`src/rtl/score_streamer.sv`:
```
`default_nettype none
// +--------------------------------------------------------------------------+
// | score_streamer                                                           |
// | Buffers one frame of signed class scores and streams them to the argmax  |
// | decoder: a one-cycle decoder clear, then one score per cycle, then done. |
// | Revision: 1.0                                                            |
// +--------------------------------------------------------------------------+
module score_streamer #(
  parameter int DATA_W      = 32,
  parameter int NUM_CLASSES = 10,
  parameter int IDX_W       = 4
) (
  input  logic              clk,
  input  logic              rst,
  input  logic              wr_en,
  input  logic [IDX_W-1:0]  wr_addr,
  input  logic [DATA_W-1:0] wr_data,
  input  logic              start,
  output logic              dec_clr,
  output logic              out_en,
  output logic [DATA_W-1:0] out_data,
  output logic [IDX_W-1:0]  out_idx,
  output logic              busy,
  output logic              done,
  output logic              wr_drop
);

  localparam logic [IDX_W-1:0] LAST_IDX = IDX_W'(NUM_CLASSES - 1);

  typedef enum logic [1:0] {
    S_IDLE   = 2'd0,
    S_CLR    = 2'd1,
    S_STREAM = 2'd2,
    S_DONE   = 2'd3
  } state_t;

  state_t            state_q, state_d;
  logic [IDX_W-1:0]  cnt_q, cnt_d;
  logic [IDX_W-1:0]  nxt_idx;
  logic              dec_clr_q, dec_clr_d;
  logic              out_en_q, out_en_d;
  logic [DATA_W-1:0] out_data_q, out_data_d;
  logic [IDX_W-1:0]  out_idx_q, out_idx_d;
  logic              busy_q, busy_d;
  logic              done_q, done_d;
  logic              wr_drop_q, wr_drop_d;
  logic              wr_ok;
  logic              wr_bad;

  // Score buffer; deliberately not reset.
  logic [DATA_W-1:0] mem_q [NUM_CLASSES];

  assign wr_ok   = wr_en && (state_q == S_IDLE) && (wr_addr <= LAST_IDX);
  assign wr_bad  = wr_en && !wr_ok;
  assign nxt_idx = cnt_q + 1'b1;

  always_ff @(posedge clk) begin
    if (wr_ok) begin
      mem_q[wr_addr] <= wr_data;
    end
  end

  // Outputs are computed one cycle ahead so every port comes straight from a flop.
  always_comb begin
    state_d    = state_q;
    cnt_d      = cnt_q;
    dec_clr_d  = 1'b0;
    out_en_d   = 1'b0;
    out_data_d = '0;
    out_idx_d  = '0;
    busy_d     = 1'b0;
    done_d     = 1'b0;
    wr_drop_d  = wr_drop_q | wr_bad;
    case (state_q)
      S_IDLE: begin
        if (start) begin
          state_d   = S_CLR;
          dec_clr_d = 1'b1;
          busy_d    = 1'b1;
        end
      end
      S_CLR: begin
        state_d    = S_STREAM;
        busy_d     = 1'b1;
        cnt_d      = '0;
        out_en_d   = 1'b1;
        out_data_d = mem_q[0];
        out_idx_d  = '0;
        // A drop seen during the clear cycle itself still gets flagged.
        wr_drop_d  = wr_bad;
      end
      S_STREAM: begin
        busy_d = 1'b1;
        if (cnt_q == LAST_IDX) begin
          state_d = S_DONE;
          cnt_d   = '0;
          done_d  = 1'b1;
        end else begin
          cnt_d      = nxt_idx;
          out_en_d   = 1'b1;
          out_data_d = mem_q[nxt_idx];
          out_idx_d  = nxt_idx;
        end
      end
      S_DONE: begin
        state_d = S_IDLE;
      end
      default: begin
        state_d = S_IDLE;
      end
    endcase
  end

  always_ff @(posedge clk or posedge rst) begin
    if (rst) begin
      state_q    <= S_IDLE;
      cnt_q      <= '0;
      dec_clr_q  <= 1'b0;
      out_en_q   <= 1'b0;
      out_data_q <= '0;
      out_idx_q  <= '0;
      busy_q     <= 1'b0;
      done_q     <= 1'b0;
      wr_drop_q  <= 1'b0;
    end else begin
      state_q    <= state_d;
      cnt_q      <= cnt_d;
      dec_clr_q  <= dec_clr_d;
      out_en_q   <= out_en_d;
      out_data_q <= out_data_d;
      out_idx_q  <= out_idx_d;
      busy_q     <= busy_d;
      done_q     <= done_d;
      wr_drop_q  <= wr_drop_d;
    end
  end

  assign dec_clr  = dec_clr_q;
  assign out_en   = out_en_q;
  assign out_data = out_data_q;
  assign out_idx  = out_idx_q;
  assign busy     = busy_q;
  assign done     = done_q;
  assign wr_drop  = wr_drop_q;

endmodule
`default_nettype wire

```
`config.mk`:
```
export PLATFORM = sky130hd
export DESIGN_NAME = score_streamer
export DESIGN_NICKNAME = d
export VERILOG_FILES = /design/src/rtl/score_streamer.sv
export SDC_FILE = /design/constraint.sdc
export NUM_CORES = 1
export LEC_CHECK = 0
export ABC_AREA = 1
export CORE_ASPECT_RATIO = 0.75
export CORE_MARGIN = 5
export CORE_UTILIZATION = 30
export DETAILED_ROUTE_END_ITERATION = 7
export GPL_ROUTABILITY_DRIVEN = 0
export SLEW_MARGIN = 20
export SYNTH_ARGS = -nofsm -noshare
export SYNTH_HDL_FRONTEND = slang
export SYNTH_SLANG_ARGS = --single-unit
```
`constraint.sdc`:
```
create_clock -name clk -period 4.1 [get_ports clk]
set_input_delay 0.615 -clock clk [delete_from_list [all_inputs] [get_ports clk]]
set_output_delay 0.615 -clock clk [all_outputs]
set_load 0.01 [all_outputs]
```
==> flow_summary_export.csv <==
group,metric,value,unit
detailed_routing,drtPass1Iterations,5,
cts,ctsLongestPathBuffers,3,
final_layout,syn_to_final_growth,17.42,%
cts,cts_tree,"done",
worst_setup_path,cp.arrival,3400,ps
power,switching_share,33.16,%
sta,fin_setup_tns,0,ps
detailed_routing,drtIter0Drc,1070,
sta,tightest_slew,1094,ps
worst_setup_path,slowest_stage,"buf_4",
status,outcome,"completed",
cts,post_cts_buffers,0,
power,power_frac_seq,41.6,%
global_route,track_usage,13.72,%
synth,synth_ff_type,"edfxtp_1",
synth,synth_area_leaders,"edfxtp_1 (62%), nand2_1 (12%), dfrtp_1 (7.6%)",
final_layout,multi_input_area,3502,um2
worst_setup_path,max_stage_delay,830,ps
final_layout,utilization,35.39,%
synth,yosysSeqAreaShare,69.81,%
detailed_routing,viasPerCell,4.573,
sta,skew,16.62,ps
power,p_int,6.955,mW
worst_setup_path,cp_common_cell,"nand3_1",
sta,fin_crit_sh,72.70,%
synth,postSynthAreaPerCell,10.48,um2
synth,ys_warn_count,0,
power,peakVddDrop,0.0004249,V
global_route,grt_pass1_wl,60.06,mm
power,power_density,573.5,nW/um2
worst_setup_path,crit_family,"buffers and inverters",
final_layout,final_nets,1590,
worst_setup_path,rrSetupSlack,1120,ps
synth,synth_top_area_share,62.20,%
die,start_util,30.14,%
power,p_leak,7.437,nW
sta,relSlewSlack,27.09,%
die,num_rows,72,
place,dp_hpwl,21.02,mm
synth,syn-instance-count,1474,
cts,cts_buffers,36,
die,die_x,272.0,um
global_route,grt_max_degree,150,
synth,synth_common_cells,"nand2_1 (493), edfxtp_1 (320), inv_1 (238)",
detailed_routing,antenna_left,0,
cts,cts_resized,0,
power,clkPwrFrac,30.6,%
sta,hold_viol_final,0,
sta,drv_slew,0,
detailed_routing,wire_per_inst,17.34,um
worst_setup_path,cp-end-kind,"flop",
cts,clock-sinks,367,
place,port_buffers,80,
final_layout,fillers,4971,
run,cap_violations,0,
global_route,grt_pass1_vias,10188,
worst_setup_path,worst_r2r_endpoint,"out_data[31]",
synth,synth_seq_cells,367,
worst_setup_path,critPathCapture,"out_data[31]",
synth,synthMostInstantiatedCell,"nand2_1",
detailed_routing,drc,0,
die,core_area,51260,um2
cts,cts_hold_buf,0,
worst_setup_path,cp-startpoint,"cnt_q[0]",
detailed_routing,wirelength,38.77,mm
cts,htreeDepth,2,
sta,rsz0062_at_grt,"no",
synth,syn_area,15450,um2
worst_setup_path,path_depth,8,
worst_setup_path,crit_chain,"buf_4 -> inv_4 -> buf_12 -> nand2_1 -> nand3_1 -> nand3_1 -> nand3_1 -> a21oi_1",
synth,yosysUniqueCellTypes,25,
worst_setup_path,crit_buf_inv,3,
worst_setup_path,crit_required,4520,ps
place,placedCellCount,2172,
power,power.net_switching,3.450,mW
synth,synth_edf_count,320,
worst_setup_path,startpoint_type,"flop",
cts,insertion_delay,520,ps
global_route,antenna_found_initial,0,
power,p_comb_share,27.8,%
final_layout,final-seq-area,10790,um2
hold_path,hp-class,"input port to async pin",
synth,syn_nets,1520,
synth,synth_top_area_cell,"edfxtp_1",
worst_setup_path,path_max_fanout,149,
die,io_pins,81,
worst_setup_path,ff2ff_path_depth,8,
worst_setup_path,reg2reg_from,"cnt_q[0]",
die,dieArea,56180,um2
sta,final.min_clock_period,2981,ps
cts,clkTransAtPathRegs,60,ps
synth,async_flop_share,12.81,%
final_layout,fin_cells,2236,
sta,final-setup-viol-count,0,
die,chipHeight,206.5,um
cts,cts_root_buf,"clkbuf_16",
sta,fmax,335.5,MHz
final_layout,diodes,0,
detailed_routing,vias,10226,
final_layout,layout-drive-gt1-share,5.732,%
worst_setup_path,critPathKind,"flop to flop",
global_route,overflow,0,
==> kinds of logic (layout without fill, tap and decap cells) <==
kind of cell | after synthesis | in the layout | share of synthesized area [%]
DFF | 367 | 367 | 69.81
adders and majority gates | 6 | 6 | 0.4859
xor gates and xnor gates | 2 | 2 | 0.1134
and+or+nand+nor | 742 | 742 | 20.07
buffers and inverters | 314 | 410 | 8.115
AOI/OAI and AO/OA | 43 | 43 | 1.409
==> state kept, by name (all words and copies together) (netlist names) <==
register,count
busy,1
cnt_q,4
dec_clr,1
done,1
mem_q,320
out_data,32
out_en,1
out_idx,4
state_q,2
wr_drop,1
==> area by class of cell <==
class	count	share of cell area, %
Timing Repair Buffer	103	5.504
Tap cell	666	4.593
Multi-Input combinational cell	793	19.30
Clock inverter	8	0.4759
Inverter	243	5.042
Sequential cell	367	59.47
Clock buffer	56	5.607
==> cell usage in the layout (no fill, tap or decap) <==
master and count:
inv_4 1, clkdlybuf4s50_1 80, ha_1 5, bufinv_16 2, clkbuf_1 17, buf_4 21, o21ai_0 8, nand2_1 493
xnor2_2 1, nand2_2 2, nor3_2 3, nor4_2 4, nor2_4 4, dfrtp_1 46, buf_12 2, inv_2 4
nand4_1 1, or2_2 1, clkinv_2 3, ha_2 1, xor2_4 1, a21oi_1 34, nor2_1 7, clkbuf_16 37
inv_1 237, a22oi_1 1, clkbuf_8 2, clkinv_1 4, dfrtp_4 1, edfxtp_1 320, nand3_1 227
==> worst min-delay path by stage <==
stage	to	startpoint	cells after the start
2_1_floorplan	state_q[1]	state_q[1]	2
3_3_place_gp	wr_drop	wr_drop	2
3_5_place_dp	state_q[1]	state_q[1]	2
4_1_cts	state_q[1]	state_q[1]	2
5_1_grt	state_q[1]	state_q[1]	2
6_report	out_data[24]	rst	2
==> metrics by stage <==
step / area, um2 / hold slack (ps) / setup slack (ps) / power [mW]
6_report: 18140 / 537.6 / 1119 / 10.40
5_1_grt: 18140 / 583.6 / 986.8 / 10.99
4_1_cts: 18140 / 554.9 / 1169 / 10.50
3_5_place_dp: 17040 / 540.6 / 1159 / 7.309
3_3_place_gp: 17040 / 515.1 / 1222 / 7.253
2_1_floorplan: 15450 / 502.7 / -380.8 / 6.276
==> per-layer routing <==
metal  GRT usage, %  up-vias  wire length (um)
met4          3.276        0               673
li1               -     4900                 -
met1          19.65     4969             18300
met3          2.739       54              2402
met5              0        -                 0
met2          21.73      303             17390
==> power by group through the flow <==
stage          combinational, mW  sequential [mW]  clock (mW)
2_1_floorplan               1.87             4.40           0
6_report                    2.90             4.33        3.18
4_1_cts                     2.91             4.33        3.26
3_5_place_dp                2.90             4.41           0
3_3_place_gp                2.84             4.41           0
5_1_grt                     3.22             4.35        3.42
No activity file was read; power rests on OpenSTA's default activity.
==> variant (config.mk and constraints unchanged) <==
`out_data_q` no longer has a reset.
--- a/src/rtl/score_streamer.sv
+++ b/src/rtl/score_streamer.sv
@@ -119,3 +119,2 @@
       out_en_q   <= 1'b0;
-      out_data_q <= '0;
       out_idx_q  <= '0;
@@ -129,3 +128,2 @@
       out_en_q   <= out_en_d;
-      out_data_q <= out_data_d;
       out_idx_q  <= out_idx_d;
@@ -135,2 +133,6 @@
     end
+  end
+
+  always_ff @(posedge clk) begin
+    out_data_q <= out_data_d;
   end
Function: differs if rst is asserted again (counterexample within 4 cycles, from zero or initial values and one cycle with rst high); with rst held inactive, the same outputs for 4 cycles.
==> variant against the original RTL <==
  * Synthesized area decreased by 1.0%
  * Hold slack worse by 0.079 ns
  * First-iteration DRC count decreased by 19%
  * Sequential cell count is the same
  * Cell area down 0.67%
  * Sequential share of layout area shrank 0.49 points
  * Via count decreased by 2.2%
  * Combinational power decreased by 4%
  * Setup slack better by 0.19 ns
  * Routed wire length shrank 4.8%
  * Power fell by 0.22%
  * Critical endpoint is now out_data[11]
  * Largest power group unchanged
  * Highest routed layer unchanged
==> variant: results (changes against the original RTL) <==
- The leading cell type in the layout, fill and taps excluded is sky130_fd_sc_hd__nand2_1.
- The largest stage delay on the critical path is between 0.8 and 0.9 ns.
- The number of nets in the layout is 1593 (+0.19%).
- The normalized max-slew margin is 33.5% (+6.4 points).
- The number of clock buffers inserted by TritonCTS came to 37 (+2.8%).
- The count of H-tree levels built during CTS is 2 (unchanged).
- The maximum number of pins on one net before global-route repair is 73 (-51%).
- The number of distinct standard cells referenced by the synthesized netlist is 24 (-4.0%).
- The worst clock skew was 0.0185 ns (+0.00184 ns).
- The switching share of power is 32.7% (-0.44 points).
- The arrival time of the worst setup path is 3.22 ns (-0.18 ns).
- The number of DRC markers after the initial detailed-route iteration is 868 (-19%).
- The post-placement worst setup slack is 1.25 ns (+0.0893 ns).
- The share of layout cells above drive strength 1 is 6.04% (+0.31 points).
- The run finished with clean final reports.
- The largest fanout on the critical path was 52 (-65%).
- The commonest cells after synthesis are 492 x sky130_fd_sc_hd__nand2_1, 320 x sky130_fd_sc_hd__edfxtp_1, 241 x sky130_fd_sc_hd__inv_1, 227 x sky130_fd_sc_hd__nand3_1.
- The part of the Yosys area used for sequential elements is 69.5% (-0.33 points).
- The net count after synthesis is 1523 (+0.20%).
- The non-filler instance count after layout is 2230 (-0.27%).
- The slowest stage of the critical path belongs to the cell sky130_fd_sc_hd__dfrtp_4.
- The leakage power came to 7.31 nW (-1.7%).
- The cell area reported after detailed placement was 16900 um2 (-1.0%).
- The overall track demand over capacity in global routing is 13.1% (-0.61 points).
- The wire length of the first global-routing pass is 57700 um (-4.0%).
- The sum of net half-perimeters after detailed placement is 21500 um (+2.5%).
- The post-detailed-routing wire length was 36900 um (-4.8%).
- Ranked by total cell area, the synthesized netlist is headed by sky130_fd_sc_hd__edfxtp_1 63%, sky130_fd_sc_hd__nand2_1 12%, sky130_fd_sc_hd__nand3_1 7.4%.
- The async set-or-reset flop fraction in the synthesized netlist is 4.09% (-8.7 points).
- The average instance area after synthesis came to 10.4 um2 (-1.2%).
- The total via count in the routed design is 9998 (-2.2%).
- The via count of the first global-routing pass was 9734 (-4.5%).
- The largest voltage drop on the vdd net came to 0.373 mV (-12%).
[variant: critical path: cells and delay by family, from the launching register on]
family / cells / cell delay (ns)
simple gates: 5 / 1.42
flops: 1 / 0.82
buf+inv: 1 / 0.30
compound gates: 1 / 0.15
[variant: cells by family after synthesis]
kind of cell	after synthesis	share of synthesized area (%)
and+or+nand+nor	742	20.3
DFF	367	69.5
buffers and inverters	317	8.23
AOI/OAI and AO/OA	43	1.42
adders and majority gates	6	0.491
xor gates and xnor gates	2	0.115
[variant: final cells by class]
class	instances	area, um2
fill	4933	32300
sequential	367	10600
multi-input combinational	793	3500
clock buffer	57	1110
timing repair buffer	102	991
inverter	246	926
tap	657	822
clock inverter	8	43.8
[variant: final timing paths]
| path | from | to | slack [ns] | cells after the start |
|---|---|---|---|---|
| worst max-delay path | cnt_q[0] | out_data[11] | 1.31 | 7 |
| worst min-delay path | rst | state_q[1] | 0.46 | 2 |
| worst max register to register | cnt_q[0] | out_data[11] | 1.31 | 7 |
| worst min register to register | wr_drop | wr_drop | 0.54 | 2 |
| max in group asynchronous | rst | cnt_q[0] | 3.21 | 2 |
| min in group clk | wr_drop | wr_drop | 0.54 | 2 |
[variant: routing by layer]
| metal | vias to the layer above | GRT usage (%) | routed length [um] |
|---|---|---|---|
| li1 | 4899 | - | - |
| met5 | - | 0 | 0 |
| met2 | 280 | 21.0 | 16600 |
| met1 | 4764 | 18.6 | 17300 |
| met3 | 55 | 2.53 | 2250 |
| met4 | 0 | 3.11 | 713 |
[variant: power by group through the flow]
stage	combinational, mW	clock, mW	sequential (mW)
final	2.79	3.23	4.36
after global routing	3.12	3.48	4.38
after CTS	2.82	3.30	4.37
after detailed placement	2.80	0	4.45
after global placement	2.75	0	4.45
after floorplan	1.86	0	4.40
[variant: per-stage QoR]
stage	util [%]	TNS [ns]
after CTS	35.8	0
final	35.8	0
after detailed placement	33.5	0
after global placement	33.5	0
after global routing	35.8	0
after floorplan	-	-55.91
